===== config.mk =====
export PLATFORM = sky130hd
export DESIGN_NAME = pipe_stage_chain
export DESIGN_NICKNAME = d
export VERILOG_FILES = /design/src/rtl/pipe_stage_chain.sv
export SDC_FILE = /design/constraint.sdc
export NUM_CORES = 1
export LEC_CHECK = 0
export CELL_PAD_IN_SITES_DETAIL_PLACEMENT = 2
export CELL_PAD_IN_SITES_GLOBAL_PLACEMENT = 2
export CORE_MARGIN = 4
export CORE_UTILIZATION = 26
export DETAILED_ROUTE_END_ITERATION = 6
export PLACE_DENSITY_LB_ADDON = 0.1
export RECOVER_POWER = 100
export SLEW_MARGIN = 10
export SYNTH_ARGS = -nofsm -noshare
export SYNTH_HDL_FRONTEND = slang
export SYNTH_SLANG_ARGS = --single-unit

===== constraint.sdc =====
create_clock -name clk_i -period 1.8 [get_ports clk_i]
set_input_delay 0.36 -clock clk_i [delete_from_list [all_inputs] [get_ports clk_i]]
set_output_delay 0.36 -clock clk_i [all_outputs]
set_load 0.03 [all_outputs]

===== src/rtl/pipe_stage_chain.sv =====
// Parametrised chain of DEPTH pipeline registers with valid bit, per-stage stall/flush
// and automatic bubble insertion. Optional perf counters under `PIPE_PERF_CNT_EN.
module pipe_stage_chain #(
  parameter int WIDTH  = 32,
  parameter int CTRL_W = 4,
  parameter int DEPTH  = 3,
  parameter int CNT_W  = 16
) (
  input  logic                      clk_i,
  input  logic                      rst_i,
  input  logic                      valid_i,
  input  logic [CTRL_W-1:0]         ctrl_i,
  input  logic [WIDTH-1:0]          data_i,
  input  logic [DEPTH-1:0]          stall_i,
  input  logic [DEPTH-1:0]          flush_i,
  output logic                      accept_o,
  output logic [DEPTH-1:0]          valid_o,
  output logic [DEPTH*CTRL_W-1:0]   ctrl_o,
  output logic [DEPTH*WIDTH-1:0]    data_o,
  output logic [CNT_W-1:0]          bubble_cnt_o,
  output logic [CNT_W-1:0]          flush_cnt_o
);

  logic [DEPTH-1:0]             hold;
  logic [DEPTH-1:0]             bubble;
  logic [DEPTH-1:0]             valid_q;
  logic [DEPTH-1:0]             up_valid;
  logic [DEPTH-1:0][CTRL_W-1:0] ctrl_q;
  logic [DEPTH-1:0][CTRL_W-1:0] up_ctrl;
  logic [DEPTH-1:0][WIDTH-1:0]  data_q;
  logic [DEPTH-1:0][WIDTH-1:0]  up_data;

  // A stall propagates towards stage 0: walk from the last stage downwards.
  always_comb begin : hold_chain
    logic h;
    h    = 1'b0;
    hold = '0;
    for (int unsigned i = 0; i < DEPTH; i++) begin
      h                 = h | stall_i[DEPTH-1-i];
      hold[DEPTH-1-i]   = h;
    end
  end

  always_comb begin
    bubble = '0;
    for (int unsigned k = 1; k < DEPTH; k++) begin
      bubble[k] = hold[k-1] & ~hold[k];
    end
  end

  always_comb begin
    up_valid    = '0;
    up_ctrl     = '0;
    up_data     = '0;
    up_valid[0] = valid_i;
    up_ctrl[0]  = ctrl_i;
    up_data[0]  = data_i;
    for (int unsigned k = 1; k < DEPTH; k++) begin
      up_valid[k] = valid_q[k-1];
      up_ctrl[k]  = ctrl_q[k-1];
      up_data[k]  = data_q[k-1];
    end
  end

  always_ff @(posedge clk_i) begin
    if (rst_i) begin
      valid_q <= '0;
      ctrl_q  <= '0;
      data_q  <= '0;
    end else begin
      for (int unsigned k = 0; k < DEPTH; k++) begin
        if (flush_i[k]) begin
          valid_q[k] <= 1'b0;
          ctrl_q[k]  <= '0;
        end else if (!hold[k]) begin
          if (bubble[k]) begin
            valid_q[k] <= 1'b0;
            ctrl_q[k]  <= '0;
          end else begin
            valid_q[k] <= up_valid[k];
            ctrl_q[k]  <= up_ctrl[k];
            data_q[k]  <= up_data[k];
          end
        end
      end
    end
  end

  assign accept_o = ~hold[0];
  assign valid_o  = valid_q;
  assign ctrl_o   = ctrl_q;
  assign data_o   = data_q;

`ifdef PIPE_PERF_CNT_EN
  logic [CNT_W-1:0] bubble_cnt_q;
  logic [CNT_W-1:0] flush_cnt_q;
  logic [DEPTH-1:0] take_bubble;

  // A flushed stage does not count as taking a bubble, flush has priority.
  assign take_bubble = bubble & ~flush_i;

  always_ff @(posedge clk_i) begin
    if (rst_i) begin
      bubble_cnt_q <= '0;
      flush_cnt_q  <= '0;
    end else begin
      if ((|take_bubble) && (bubble_cnt_q != '1)) bubble_cnt_q <= bubble_cnt_q + 1'b1;
      if ((|flush_i) && (flush_cnt_q != '1))      flush_cnt_q  <= flush_cnt_q + 1'b1;
    end
  end

  assign bubble_cnt_o = bubble_cnt_q;
  assign flush_cnt_o  = flush_cnt_q;
`else
  assign bubble_cnt_o = '0;
  assign flush_cnt_o  = '0;
`endif

endmodule


==> results.toml <==
[timing]
slew_viol_final = 0
setup_ws_ns = 0.0319
worstMarginPinSlew_ns = 0.500
setup_viol = 0
hold_violations = 0
layout_min_cycle_time_ns = 1.77
grt_setup_unrepaired = "no"
fin_skew_ns = 0.00809
fmax_ghz = 0.566
fin_crit_sh_pct = 98.2
maxSlewHeadroom_pct = 66.3

[global_routing]
antenna_found_initial = 0
overflow = 0
grt.total_usage_pct = 13.8
first_global_vias = 4074
grt_max_degree = 45
grt_pass1_wl_um = 22200

[clocking]
root_buffer = "clkbuf_16"
htreeDepth = 3
clock_sinks = 111
numCtsBuffers = 9
cts_tree = "done"
cts_resized = 7
cts.clk_slew.worst_paths_ns = 0.07
cts_hold_buf = 0
post_cts_buffers = 0
insertion_delay_ns = 0.35
clockBufferDepth = 2

[critical_path]
critPathTopFamily = "buffers and inverters"
worstPathMaxFanout = 2
rr_worst_depth = 2
critPathRequiredTime_ns = 1.44
critPathSlowestCell = "clkdlybuf4s50_1"
reg2reg_slack_ns = 0.59
path_buf_inv = 1
critical_path_class = "register to primary output"
reg2reg_from = "ctrl_o[3]"
crit_path_cell_trace = "clkdlybuf4s50_1"
slowest_delay_ns = 0.69
crit_path_end_kind = "primary output"
cp-start-kind = "register"
r2r_end = "ctrl_o[7]"
cp.arrival_ns = 1.41

[die]
die_h_um = 144
start_util_pct = 26.5
die_area_um2 = 20700
rows = 49
ios = 189
core_um2 = 18100
fp.dieW_um = 144

[routing]
first_pass_iters = 4
via_per_inst = 4.33
wl_um = 14400
wl_met2_um = 7250
first_iter_violations = 82
routedLengthMet1_um = 6250
vias = 3658
drc = 0
wl_met3_um = 699
postRouteAntennaNets = 0
wl_per_cell_um = 17.0
top_layer = "met4"

[final_layout]
drive_above_1_share_pct = 9.11
syn2layout_area_growth_pct = 39.9
finish.utilization_pct = 37.1
fin_area_um2 = 6710
fillers = 1961
diodes = 0
layout.nets = 655

[placement]
pre_cts_ws_ns = -0.276
hpwl_um = 10800
place_congestion = 0.687
io_buffers = 156
placed_area_um2 = 6660

[logic_synthesis]
synthesis.area_um2 = 4800
synth_edf_count = 0
seq_area_frac_synth_pct = 46.3
avgSynthCellArea_um2 = 10.6
ys_warn_count = 0
synth_cell_types = 22
synth_largest_area_cell = "dfxtp_1"
synth-seq-cells = 111
ys_async_sr_fraction_pct = 0
synthFlopType = "dfxtp_1"
synth.top_cell.area_share_pct = 46.3
syn_inst = 454
yosys-top-cells-area = "dfxtp_1 46%, mux2i_1 20%, nand2b_1 17%"

[hold_path]
hold_start = "stall_i[0]"
hp-class = "primary input to register"
hold_depth = 3
holdPathEnd = "ctrl_o[3]"

[run]
cap_violations = 0

[power]
p_leak_nw = 2.62
ir_drop_mv = 0.448
power_density_nw_per_um2 = 771

[outcome]
status = "completed"
[synthesized netlist by cell type (2+ instances only)]
| cell | number |
|---|---|
| nand2_1 | 5 |
| a211oi_1 | 5 |
| or4b_2 | 7 |
| buf_6 | 3 |
| o31ai_1 | 5 |
| a21oi_1 | 10 |
| or4b_1 | 3 |
| nand2b_1 | 128 |
| clkbuf_1 | 21 |
| nor4_4 | 2 |
| or3b_2 | 5 |
| mux2i_1 | 96 |
| dfxtp_1 | 111 |
| or2_2 | 2 |
| buf_4 | 33 |
| o21ai_0 | 5 |
| buf_2 | 8 |
[state kept, by name, summed over array words and instances, names as in the netlist]
register and cells:
valid_o 3, data_o 96, ctrl_o 12
[layout make-up]
type                    count  area (um^2)  area share, %
clock inverters             7         95.1           1.42
well taps                 229          287           4.27
repair buffers            180         1630           24.3
flip-flops and latches    111         2220           33.1
multi-input cells         308         2250           33.5
clock buffers               9          225           3.36
[worst max path at each step]
stage | from | end | slack [ns] | depth (start not counted)
after floorplan | stall_i[2] | accept_o | 0.12 | 4
after global placement | stall_i[2] | valid_o[0] | -0.24 | 4
after detailed placement | stall_i[2] | valid_o[0] | -0.28 | 4
after CTS | ctrl_o[3] | ctrl_o[3] | 0.002 | 1
after global routing | ctrl_o[11] | ctrl_o[11] | 0.0002 | 1
final | data_o[49] | data_o[49] | 0.03 | 1
[metrics by stage]
| stage | cells | setup TNS, ns | hold slack, ns | power [W] |
|---|---|---|---|---|
| 2_1_floorplan | 485 | 0 | 0.438 | 0.00291 |
| 5_1_grt | 844 | 0 | 0.468 | 0.00542 |
| 6_report | 844 | 0 | 0.455 | 0.00518 |
| 3_3_place_gp | 828 | -14.31 | 0.448 | 0.00309 |
| 3_5_place_dp | 828 | -20.91 | 0.462 | 0.00310 |
| 4_1_cts | 844 | 0 | 0.471 | 0.00530 |
[kinds of logic after synthesis]
| group | Yosys count | synth area share (%) |
|---|---|---|
| AOI/OAI and AO/OA | 25 | 3.13 |
| DFF | 111 | 46.3 |
| buffers and inverters | 66 | 8.76 |
| and+or+nand+nor | 155 | 21.7 |
| muxes | 96 | 20.0 |
| other | 1 | 0.0782 |
[placed cells by master, fill, tap and decap left out, drive strengths merged, types with 5 or more instances in the layout]
cell type        n
nand2b         128
mux2i           96
clkbuf          47
dfxtp          111
o31ai            5
dlygate4sd2      7
o21ai            5
a211oi           5
a21oi           10
or4b            10
clkdlybuf4s50  112
conb            32
or3b             5
nand2            5
buf             19
[report_power, final]
part / internal, W / switching [W]
combinational: 0.000238 / 0.000293
clock: 0.00122 / 0.000938
sequential: 0.00247 / 0.0000113
[layer usage]
layer  global-route usage, %  vias up
met2                    23.9      107
met4                    4.46        0
met5                       0        -
met3                    2.90       12
met1                    17.0     1771
li1                        -     1768
Note: power is estimated with default switching activity, not from simulation.
